--- config.mk ---
export PLATFORM = sky130hd
export DESIGN_NAME = beep_pattern_gen_flat
export DESIGN_NICKNAME = d
export VERILOG_FILES = /design/src/rtl/beep_pattern_gen_if.sv /design/src/rtl/beep_pattern_gen.sv /design/src/flat_wrapper.sv
export SDC_FILE = /design/constraint.sdc
export NUM_CORES = 1
export LEC_CHECK = 0
export CAP_MARGIN = 20
export CORE_MARGIN = 4
export CORE_UTILIZATION = 45
export CTS_CLUSTER_DIAMETER = 60
export DETAILED_ROUTE_END_ITERATION = 7
export PLACE_DENSITY = 0.72
export SLEW_MARGIN = 20
export SYNTH_ARGS = -nofsm -noshare
export SYNTH_HDL_FRONTEND = slang
export SYNTH_SLANG_ARGS = --single-unit
--- constraint.sdc ---
create_clock -name sys_clk -period 5.3 [get_ports sys_clk]
set_input_delay 0.795 -clock sys_clk [delete_from_list [all_inputs] [get_ports sys_clk]]
set_output_delay 0.795 -clock sys_clk [all_outputs]
set_load 0.005 [all_outputs]
--- src/rtl/beep_pattern_gen_if.sv ---
// Request channel for beep_pattern_gen: valid/ready handshake plus pattern fields.
interface beep_pattern_gen_if;
    logic       req_valid;
    logic       req_ready;
    logic [3:0] req_count;
    logic [9:0] req_on_ticks;
    logic [9:0] req_off_ticks;

    modport master (
        output req_valid,
        output req_count,
        output req_on_ticks,
        output req_off_ticks,
        input  req_ready
    );

    modport slave (
        input  req_valid,
        input  req_count,
        input  req_on_ticks,
        input  req_off_ticks,
        output req_ready
    );
endinterface

--- src/rtl/beep_pattern_gen.sv ---
// Buzzer pattern transmitter: N tone bursts separated by silent gaps, timed in ticks.
// Optional BEEP_CONTINUOUS_EN: a count of 0 repeats ON/OFF until abort or reset.
module beep_pattern_gen #(
    parameter int TICK_CYCLES = 50000,
    parameter int TONE_HALF   = 9259,
    parameter bit BEEP_ACTIVE = 1'b1
) (
    input  logic                sys_clk,
    input  logic                sys_rst,
    beep_pattern_gen_if.slave   req,
    input  logic                abort,
    output logic                beep,
    output logic                busy,
    output logic                done
);

    localparam int TW = (TICK_CYCLES > 1) ? $clog2(TICK_CYCLES) : 1;
    localparam int HW = (TONE_HALF > 1) ? $clog2(TONE_HALF) : 1;
    localparam logic [TW-1:0] TICK_LAST = TW'(TICK_CYCLES - 1);
    localparam logic [HW-1:0] TONE_LAST = HW'(TONE_HALF - 1);

    typedef enum logic [1:0] {IDLE, ON, OFF} state_t;

    state_t        state, state_next;
    logic [TW-1:0] tick_cnt, tick_next;
    logic [HW-1:0] tone_cnt, tone_next;
    logic [9:0]    dur_cnt, dur_next;
    logic [3:0]    remaining, remaining_next;
    logic [9:0]    on_len, on_len_next;
    logic [9:0]    off_len, off_len_next;
    logic          continuous, continuous_next;
    logic          beep_next, busy_next, done_next;
    logic          accept, tick_wrap, req_is_continuous;

    assign req.req_ready = (state == IDLE) && !abort && !sys_rst;
    assign accept        = req.req_valid && req.req_ready;
    assign tick_wrap     = (tick_cnt == TICK_LAST);

`ifdef BEEP_CONTINUOUS_EN
    assign req_is_continuous = (req.req_count == 4'd0);
`else
    assign req_is_continuous = 1'b0;
`endif

    always_ff @(posedge sys_clk) begin
        if (sys_rst) begin
            state      <= IDLE;
            tick_cnt   <= '0;
            tone_cnt   <= '0;
            dur_cnt    <= '0;
            remaining  <= '0;
            on_len     <= '0;
            off_len    <= '0;
            continuous <= 1'b0;
            beep       <= !BEEP_ACTIVE;
            busy       <= 1'b0;
            done       <= 1'b0;
        end else begin
            state      <= state_next;
            tick_cnt   <= tick_next;
            tone_cnt   <= tone_next;
            dur_cnt    <= dur_next;
            remaining  <= remaining_next;
            on_len     <= on_len_next;
            off_len    <= off_len_next;
            continuous <= continuous_next;
            beep       <= beep_next;
            busy       <= busy_next;
            done       <= done_next;
        end
    end

    always_comb begin
        state_next      = state;
        tick_next       = tick_cnt;
        tone_next       = tone_cnt;
        dur_next        = dur_cnt;
        remaining_next  = remaining;
        on_len_next     = on_len;
        off_len_next    = off_len;
        continuous_next = continuous;
        beep_next       = beep;
        busy_next       = busy;
        done_next       = 1'b0;

        case (state)
            IDLE: begin
                beep_next = !BEEP_ACTIVE;
                busy_next = 1'b0;
                if (accept) begin
                    // Zero-length phases behave as one tick.
                    remaining_next  = req.req_count;
                    on_len_next     = (req.req_on_ticks == 10'd0) ? 10'd1 : req.req_on_ticks;
                    off_len_next    = (req.req_off_ticks == 10'd0) ? 10'd1 : req.req_off_ticks;
                    continuous_next = req_is_continuous;
                    tick_next       = '0;
                    tone_next       = '0;
                    dur_next        = '0;
                    if (req.req_count != 4'd0 || req_is_continuous) begin
                        state_next = ON;
                        beep_next  = BEEP_ACTIVE;
                        busy_next  = 1'b1;
                    end else begin
                        done_next = 1'b1;
                    end
                end
            end

            ON: begin
                tick_next = tick_wrap ? '0 : tick_cnt + 1'b1;
                if (tick_wrap) dur_next = dur_cnt + 10'd1;
                if (tone_cnt == TONE_LAST) begin
                    tone_next = '0;
                    beep_next = !beep;
                end else begin
                    tone_next = tone_cnt + 1'b1;
                end
                if (tick_wrap && dur_cnt == on_len - 10'd1) begin
                    tick_next = '0;
                    tone_next = '0;
                    dur_next  = '0;
                    beep_next = !BEEP_ACTIVE;
                    if (continuous || remaining > 4'd1) begin
                        if (!continuous) remaining_next = remaining - 4'd1;
                        state_next = OFF;
                    end else begin
                        state_next = IDLE;
                        busy_next  = 1'b0;
                        done_next  = 1'b1;
                    end
                end
            end

            OFF: begin
                beep_next = !BEEP_ACTIVE;
                tick_next = tick_wrap ? '0 : tick_cnt + 1'b1;
                if (tick_wrap) dur_next = dur_cnt + 10'd1;
                if (tick_wrap && dur_cnt == off_len - 10'd1) begin
                    state_next = ON;
                    tick_next  = '0;
                    tone_next  = '0;
                    dur_next   = '0;
                    beep_next  = BEEP_ACTIVE;
                end
            end

            default: begin
                state_next = IDLE;
                beep_next  = !BEEP_ACTIVE;
                busy_next  = 1'b0;
            end
        endcase

        // Abort overrides everything and silently drops the pattern.
        if (abort) begin
            state_next = IDLE;
            tick_next  = '0;
            tone_next  = '0;
            dur_next   = '0;
            beep_next  = !BEEP_ACTIVE;
            busy_next  = 1'b0;
            done_next  = 1'b0;
        end
    end

endmodule

--- src/flat_wrapper.sv ---
// flat-port wrapper written by rule: the top's interface ports become plain ports
module beep_pattern_gen_flat 
#(
    parameter int TICK_CYCLES = 50000,
    parameter int TONE_HALF   = 9259,
    parameter bit BEEP_ACTIVE = 1'b1
)
  (sys_clk, sys_rst, abort, beep, busy, done, req_req_valid, req_req_count, req_req_on_ticks, req_req_off_ticks, req_req_ready);
  beep_pattern_gen_if req_i ();
  input  logic sys_clk;
  input  logic sys_rst;
  input  logic abort;
  output logic beep;
  output logic busy;
  output logic done;
  input wire logic [$bits(req_i.req_valid)-1:0] req_req_valid;
  input wire logic [$bits(req_i.req_count)-1:0] req_req_count;
  input wire logic [$bits(req_i.req_on_ticks)-1:0] req_req_on_ticks;
  input wire logic [$bits(req_i.req_off_ticks)-1:0] req_req_off_ticks;
  output wire logic [$bits(req_i.req_ready)-1:0] req_req_ready;
  assign req_i.req_valid = req_req_valid;
  assign req_i.req_count = req_req_count;
  assign req_i.req_on_ticks = req_req_on_ticks;
  assign req_i.req_off_ticks = req_req_off_ticks;
  assign req_req_ready = req_i.req_ready;
  beep_pattern_gen #(.TICK_CYCLES(TICK_CYCLES), .TONE_HALF(TONE_HALF), .BEEP_ACTIVE(BEEP_ACTIVE)) u_core (.sys_clk(sys_clk), .sys_rst(sys_rst), .req(req_i), .abort(abort), .beep(beep), .busy(busy), .done(done));
endmodule
==> results of run 1 <==
## registers in the layout, summed over array words and instances (netlist names)
| register | flops |
|---|---|
| u_core.tick_cnt | 16 |
| u_core.state | 2 |
| u_core.dur_cnt | 10 |
| u_core.remaining | 4 |
| u_core.off_len | 10 |
| u_core.busy | 1 |
| u_core.tone_cnt | 14 |
| u_core.beep | 1 |
| u_core.on_len | 10 |
| u_core.done | 1 |
## metal layers
layer	wire, um	share of wire (%)	vias up
met5	0	0	-
met4	117	1.3	0
met3	368	4.1	11
met2	4040	45	63
met1	4400	49	1703
li1	-	-	1842
## worst reg2reg max path, cell delays in order (launching register included)
cell and delay (ns):
dfxtp_1 0.35, or4_4 0.56, or4_4 0.53, a21boi_2 0.16
o2111ai_2 0.21, o21ai_2 0.38, a31oi_1 0.13, o21ai_1 0.66
nor3_1 0.13
## path summary, 6_finish.rpt
check                                       from                         endpoint  slack (ns)
setup / recovery                         sys_rst                    req_req_ready        2.01
hold / removal    u_core.off_len[9]$_SDFFE_PP0P_   u_core.off_len[9]$_SDFFE_PP0P_        0.48
setup reg to reg   u_core.on_len[0]$_SDFFE_PP0P_  u_core.tone_cnt[1]$_SDFFE_PP0P_        2.04
hold reg to reg   u_core.off_len[9]$_SDFFE_PP0P_   u_core.off_len[9]$_SDFFE_PP0P_        0.48
## final cells by class
type                            instances  share of cell area (%)
Multi-Input combinational cell        391                    53.9
Sequential cell                        69                    30.1
Timing Repair Buffer                   37                    7.74
Clock buffer                           12                    3.38
Tap cell                              108                    2.95
Inverter                               18                    1.47
Clock inverter                          4                   0.491
## placed cells by master, fill, tap and decap left out, types with 3 or more instances in the layout
| cell | count |
|---|---|
| mux2i_1 | 7 |
| dfxtp_1 | 69 |
| nand3_1 | 22 |
| clkinv_2 | 3 |
| buf_4 | 6 |
| ha_1 | 12 |
| a211oi_1 | 5 |
| clkdlybuf4s50_1 | 31 |
| nor4_1 | 10 |
| xnor2_1 | 24 |
| and3_1 | 16 |
| nand4bb_1 | 4 |
| nand3b_1 | 4 |
| a22oi_1 | 3 |
| nor4b_1 | 3 |
| nor2b_1 | 4 |
| inv_1 | 18 |
| or3_1 | 6 |
| nand2_1 | 67 |
| a21oi_1 | 33 |
| xor2_1 | 19 |
| nand2b_1 | 5 |
| or2_2 | 3 |
| clkbuf_8 | 11 |
| nor2_1 | 51 |
| nand4_1 | 11 |
| o311ai_0 | 6 |
| nor3_1 | 13 |
| a31oi_1 | 9 |
| o21ai_0 | 12 |
## power by group through the flow
stage	registers (mW)	clock network (mW)	logic, mW
after floorplan	0.546	0	0.0911
after global placement	0.548	0	0.130
after detailed placement	0.549	0	0.133
after global routing	0.538	0.424	0.149
after CTS	0.537	0.397	0.134
final	0.537	0.384	0.134
## Yosys cell counts (2+ instances only)
master and count:
a211oi_1 5, a21oi_1 33, a22oi_1 3, a311o_1 2
a31oi_1 9, and3_1 16, buf_4 3, clkbuf_1 18
dfxtp_1 69, ha_1 12, inv_1 18, mux2i_1 7
nand2_1 67, nand2b_1 5, nand3_1 22, nand3b_1 4
nand4_1 11, nand4bb_1 4, nor2_1 51, nor2b_1 4
nor3_1 13, nor4_1 10, nor4b_1 3, o211ai_1 2
o21ai_0 12, o21ai_1 2, o311ai_0 6, or2_2 3
or3_1 6, or4_1 2, or4_4 2, or4b_2 2
xnor2_1 24, xor2_1 19
## metrics by stage
stage	area (um2)	util (%)	power [mW]	setup WS, ns
2_1_floorplan	4030	-	0.637	2.54
3_3_place_gp	4410	50.6	0.677	1.77
3_5_place_dp	4410	50.6	0.682	1.71
4_1_cts	4590	52.6	1.07	1.99
5_1_grt	4590	52.6	1.11	1.79
6_report	4590	52.6	1.06	2.01
## kinds of logic (layout without fill, tap and decap cells)
logic type	after synthesis	after routing
xor+xnor	43	43
buf+inv	42	71
flops	69	69
simple gates	234	234
compound gates	95	95
mux	7	7
fa+ha+maj	12	12
==> results by group, run 1 <==
Status
  • Outcome: complete, no violations

STA
  • Final hold vios: 0
  • Clk_skew: 0.0111 ns
  • Slew HR: 42.4%
  • Ratio of final minimum period to clock period: 62.0%
  • Slew @ Worst Pin: 0.863 ns
  • Setup TNS: 0 ns
  • Max Slew Vio Count: 0
  • FMAX: 304 MHz
  • Hold WS: 0.479 ns
  • Min Tclk post-route: 3.29 ns
  • Unrepaired setup endpoints after global routing: false
  • Final setup fails: 0

Worst hold path
  • Hold Path Stages: 2
  • Min-delay worst type: reg2reg

Setup path
  • Critical path class: in2out
  • CP top delay family: buffers and inverters
  • Critical path buffer and inverter count: 3
  • Critical path depth: 5
  • Critical path's slowest cell: clkdlybuf4s50_1
  • CP Capture Type: primary output
  • Startpoint types: input pin
  • Worst path cell trace: clkdlybuf4s50_1 > buf_4 > or2_2 > nor2_1 > clkdlybuf4s50_1
  • Crit path top cell by count: clkdlybuf4s50_1
  • Reg2Reg Depth: 8
  • CP Data Arrival Time: 2.49 ns
  • Worst endpoint required time: 4.51 ns
  • Crit-path max FO: 27
  • CP peak stage delay: 0.51 ns

Power and ir drop
  • Power per cell area: 230 mW/mm2
  • Sw power: 0.273 mW
  • Combinational share of power: 12.7%
  • Switching part of the total: 25.9%
  • Reg power frac: 50.9%
  • Leakage: 1.57 nW
  • VDD IR max: 0.137 mV
  • P_int: 0.783 mW
  • Clock Power Share: 36.4%

Place
  • Post-placement cell count: 623
  • Final HPWL DP: 6.58 mm
  • Buffers added on ports: 31
  • GPL Wtd Cong: 0.846

Clock network
  • Post-CTS setup buffer count: 0
  • Clock transition at path regs: 0.07 ns
  • Cts repair resizes: 0
  • CTS max path bufs: 2
  • Num CTS Buffers: 9
  • TritonCTS clock tree: yes
  • CTS root buffer: clkbuf_8
  • # H-tree levels: 3
  • Clk Latency, worst-skew pair: 0.35 ns
  • Sink Count: 69
  • Hold buffer count at cts: 0

Yosys
  • Mapped Cells: 502
  • Seq/Total Area, Yosys: 34.2%
  • Largest area contributor in the netlist: dfxtp_1
  • Synth top area share: 34.2%
  • Post-synthesis mux area share: 1.74%
  • Simple-gate portion of the synthesized area: 30.1%
  • Largest cells by area after synthesis: dfxtp_1 (34%), nand2_1 (6.2%), xnor2_1 (5.2%)
  • Post-Synth Adder-Cell Area: 3.72%
  • Compound-Gate Fraction of Synth Area: 16.4%
  • #FFs+latches synth: 69
  • Mapped Area: 0.00403 mm2
  • Fraction of registers with async set/reset: 0%
  • Net Count, Synth: 542
  • EDFF count, synth: 0
  • Post-synth cell types: 67
  • Post-Synth XOR/XNOR Area: 9.34%
  • Main combinational cell family by area after synthesis: simple AND/OR/NAND/NOR gates
  • Post-synth top flop: dfxtp_1
  • Synth Area per Inst: 8.04 um2
  • Warnings from Yosys: 0

Route
  • DR vias/cell: 5.66
  • Post-route ant nets: 0
  • Routed WL: 8.93 mm
  • Wire length per cell: 14.0 um
  • Vias: 3619
  • DRC: 0
  • First-pass DRT Iterations: 4
  • Number of DRC markers in iteration 0: 163

Global routing
  • Largest net degree at the start of global routing: 28
  • Routing usage on met1: 25.1%
  • GR Util met3: 3.65%
  • GR Overflow Total: 0
  • Initial antenna violation count: 0
  • First-pass GRT wire length: 15.3 mm
  • Vias in the first global route: 3345
  • Total GRT Usage: 18.1%
  • Met2 usage: 28.4%
  • GRT busiest layer: met2

Cells and area
  • Final instance count without filler cells: 639
  • Ant diodes: 0
  • # fillers: 805
  • Reg area: 0.00138 mm2
  • Area of the multi-input gates: 0.00247 mm2
  • Synth-to-Final Area Change: 13.7%
  • Fraction of layout cells with a size suffix above 1: 7.72%
  • Final nets: 566

Die
  • Number of top-level pins: 32
  • Die H: 103 um
  • Area of the die: 0.0105 mm2
  • Die Wd: 103 um
  • CORE AREA: 0.00872 mm2
  • Initial Util: 46.3%
  • Std-Cell Rows: 34

Run
  • Max Cap Viol: 0
Power figures use the tool's default switching activity.
==> inputs of run 2 (changes only) <==
==> constraint.sdc (replaced) <==
create_clock -name sys_clk -period 3.2 [get_ports sys_clk]
set_input_delay 0.48 -clock sys_clk [delete_from_list [all_inputs] [get_ports sys_clk]]
set_output_delay 0.48 -clock sys_clk [all_outputs]
set_load 0.005 [all_outputs]
==> results by group, run 2 (synthesis gave the netlist of run 1 again) <==
STA
  • FMAX: 348 MHz
  • Final hold vios: 0 (unchanged)
  • Max Slew Vio Count: 0 (unchanged)
  • Setup TNS: 0 ns (unchanged)
  • Ratio of final minimum period to clock period: 89.9%
  • Unrepaired setup endpoints after global routing: false
  • Final setup fails: 0 (unchanged)
  • Slew @ Worst Pin: 0.658 ns (-0.205 ns)
  • Min Tclk post-route: 2.88 ns
  • Clk_skew: 0.0164 ns (+0.00537 ns)
  • Final Worst Setup Slack: 0.323 ns (-1.69 ns)
  • Slew HR: 56.1% (+14 points)

Clock network
  • # H-tree levels: 3 (unchanged)
  • Hold buffer count at cts: 0 (unchanged)
  • Clock transition at path regs: 0.09 ns (+0.02 ns)
  • CTS root buffer: clkbuf_8
  • Clk Latency, worst-skew pair: 0.35 ns (about the same)
  • Num CTS Buffers: 9 (unchanged)
  • TritonCTS clock tree: yes
  • CTS max path bufs: 2 (unchanged)
  • Sink Count: 69 (unchanged)

Cells and area
  • Most common cell after layout, fill and taps aside: dfxtp_1
  • Highest-count cells in the layout ignoring fill and taps: dfxtp_1 (69), nand2_1 (67), nor2_1 (51), a21oi_1 (33), clkdlybuf4s50_1 (31)
  • Fraction of layout cells with a size suffix above 1: 8.61% (+0.89 points)
  • Largest register FFs: 16 (unchanged)
  • Top reg by flops: u_core.tick_cnt
  • Final Cell Area: 0.00467 mm2 (+1.7%)
  • Top flop regs: u_core.tick_cnt x16, u_core.tone_cnt x14
  • Ant diodes: 0 (unchanged)
  • Post-Route Utilization: 53.5% (+0.89 points)
  • Final nets: 569 (+0.53%)
  • # fillers: 808 (+0.37%)
  • Synth-to-Final Area Change: 15.7%

Worst hold path
  • WHS Endpoint: u_core.on_len[9]$_SDFFE_PP0P_
  • Min-delay worst type: reg2reg
  • Hold Path Stages: 2 (unchanged)
  • Worst hold start: u_core.on_len[9]$_SDFFE_PP0P_

Global routing
  • Total GRT Usage: 18.6% (+0.54 points)
  • GR Overflow Total: 0 (unchanged)
  • Vias in the first global route: 3502 (+4.7%)
  • Initial antenna violation count: 0 (unchanged)
  • First-pass GRT wire length: 15.8 mm (+3.0%)
  • Largest net degree at the start of global routing: 27 (-3.6%)

Setup path
  • Worst endpoint required time: 3.45 ns (-1.06 ns)
  • Crit-path max FO: 11 (-59%)
  • Worst reg2reg setup slack: 0.32 ns (-1.72 ns)
  • Critical path class: reg2reg
  • Reg2reg end: u_core.tone_cnt[1]$_SDFFE_PP0P_
  • Reg2Reg Depth: 9 (+1)
  • CP Capture Type: flip-flop
  • Startpoint types: flip-flop
  • CP Data Arrival Time: 3.13 ns (+0.64 ns)
  • R2R Path Start: u_core.on_len[0]$_SDFFE_PP0P_

Route
  • DRC: 0 (unchanged)
  • Routed WL: 9.11 mm (+2.1%)
  • Post-route ant nets: 0 (unchanged)
  • First-pass DRT Iterations: 4 (unchanged)
  • Wire length per cell: 14.2 um (+1.6%)
  • Number of DRC markers in iteration 0: 200 (+23%)
  • Vias: 3640 (+0.58%)
  • DR vias/cell: 5.67 (+0.11%)

Die
  • Die Wd: 103 um (unchanged)
  • CORE AREA: 0.00872 mm2 (unchanged)
  • Die H: 103 um (unchanged)
  • Std-Cell Rows: 34 (unchanged)
  • Initial Util: 46.3% (unchanged)
  • Area of the die: 0.0105 mm2 (unchanged)
  • Number of top-level pins: 32 (unchanged)

Power and ir drop
  • VDD IR max: 0.275 mV (+100%)
  • Leakage: 1.61 nW (+2.2%)
  • Power per cell area: 413 mW/mm2 (+80%)

Place
  • GPL Wtd Cong: 0.851 (+0.59%)
  • Post-Place Cell Area: 0.00443 mm2 (+0.51%)
  • Buffers added on ports: 31 (unchanged)
  • Final HPWL DP: 6.72 mm (+2.1%)
  • Pre-CTS WS: 0.253 ns (-1.46 ns)

Status
  • Outcome: complete, no violations

Run
  • Max Cap Viol: 0 (unchanged)
## run 2: changes by cell type in the layout (fill, tap and decap cells not counted), moves of 2 or more
cell       previous run  this run
buf_4                 6         9
bufinv_16             0         2
inv_6                 0         2
clkbuf_8             11         9
clkinv_2              3         0
## run 2: final cells by class
class                   count  area (um2)  share of cell area [%]
multi-input cells         391        2480                    53.1
flip-flops and latches     69        1380                    29.6
repair buffers             40         378                    8.10
well taps                 108         135                    2.90
clock buffers               9         124                    2.65
clock inverters             7         104                    2.23
inverters                  18        67.6                    1.45
## run 2: metal layers
| metal | global-route usage (%) | part of all wire (%) |
|---|---|---|
| met1 | 24.5 | 48 |
| met2 | 30.6 | 47 |
| met3 | 3.99 | 3.5 |
| met4 | 5.55 | 1.3 |
| met5 | 0 | 0 |
## run 2: worst max-delay path by stage
stage	startpoint	end	slack (ns)
floorplan	u_core.off_len[0]$_SDFFE_PP0P_	u_core.tone_cnt[13]$_SDFFE_PP0P_	0.50
global placement	sys_rst	u_core.tick_cnt[13]$_SDFFE_PP0P_	0.32
detailed placement	sys_rst	u_core.tick_cnt[13]$_SDFFE_PP0P_	0.25
CTS	u_core.on_len[0]$_SDFFE_PP0P_	u_core.tone_cnt[1]$_SDFFE_PP0P_	0.29
global route	u_core.off_len[0]$_SDFFE_PP0P_	u_core.dur_cnt[3]$_SDFFE_PP0P_	0.09
finish	u_core.on_len[0]$_SDFFE_PP0P_	u_core.tone_cnt[1]$_SDFFE_PP0P_	0.32
## run 2: critical path, stage by stage (launching register included)
cell       delay, ns
dfxtp_1         0.36
or4_4           0.57
or4_4           0.53
a21boi_2        0.16
o2111ai_2       0.22
o21ai_2         0.37
a31oi_1         0.13
o21ai_1         0.17
buf_4           0.20
nor3_1          0.07
## run 2: where the power goes
part           internal (mW)  switching [mW]  leakage (nW)
Clock                  0.449           0.367         0.108
Combinational          0.106           0.118         0.941
Sequential             0.872          0.0169         0.558
## run 2: metrics by stage
stage	cells	power [mW]	hold slack, ns
finish	642	1.93	0.488
global placement	626	1.12	0.463
floorplan	502	1.05	0.447
global route	642	2.01	0.527
CTS	642	1.94	0.491
detailed placement	626	1.13	0.479
## run 2: what timing repair did
action / CTS / global route
buffers inserted: 0 / 0
resized for setup: 0 / 1
setup endpoints to repair: 0 / 3
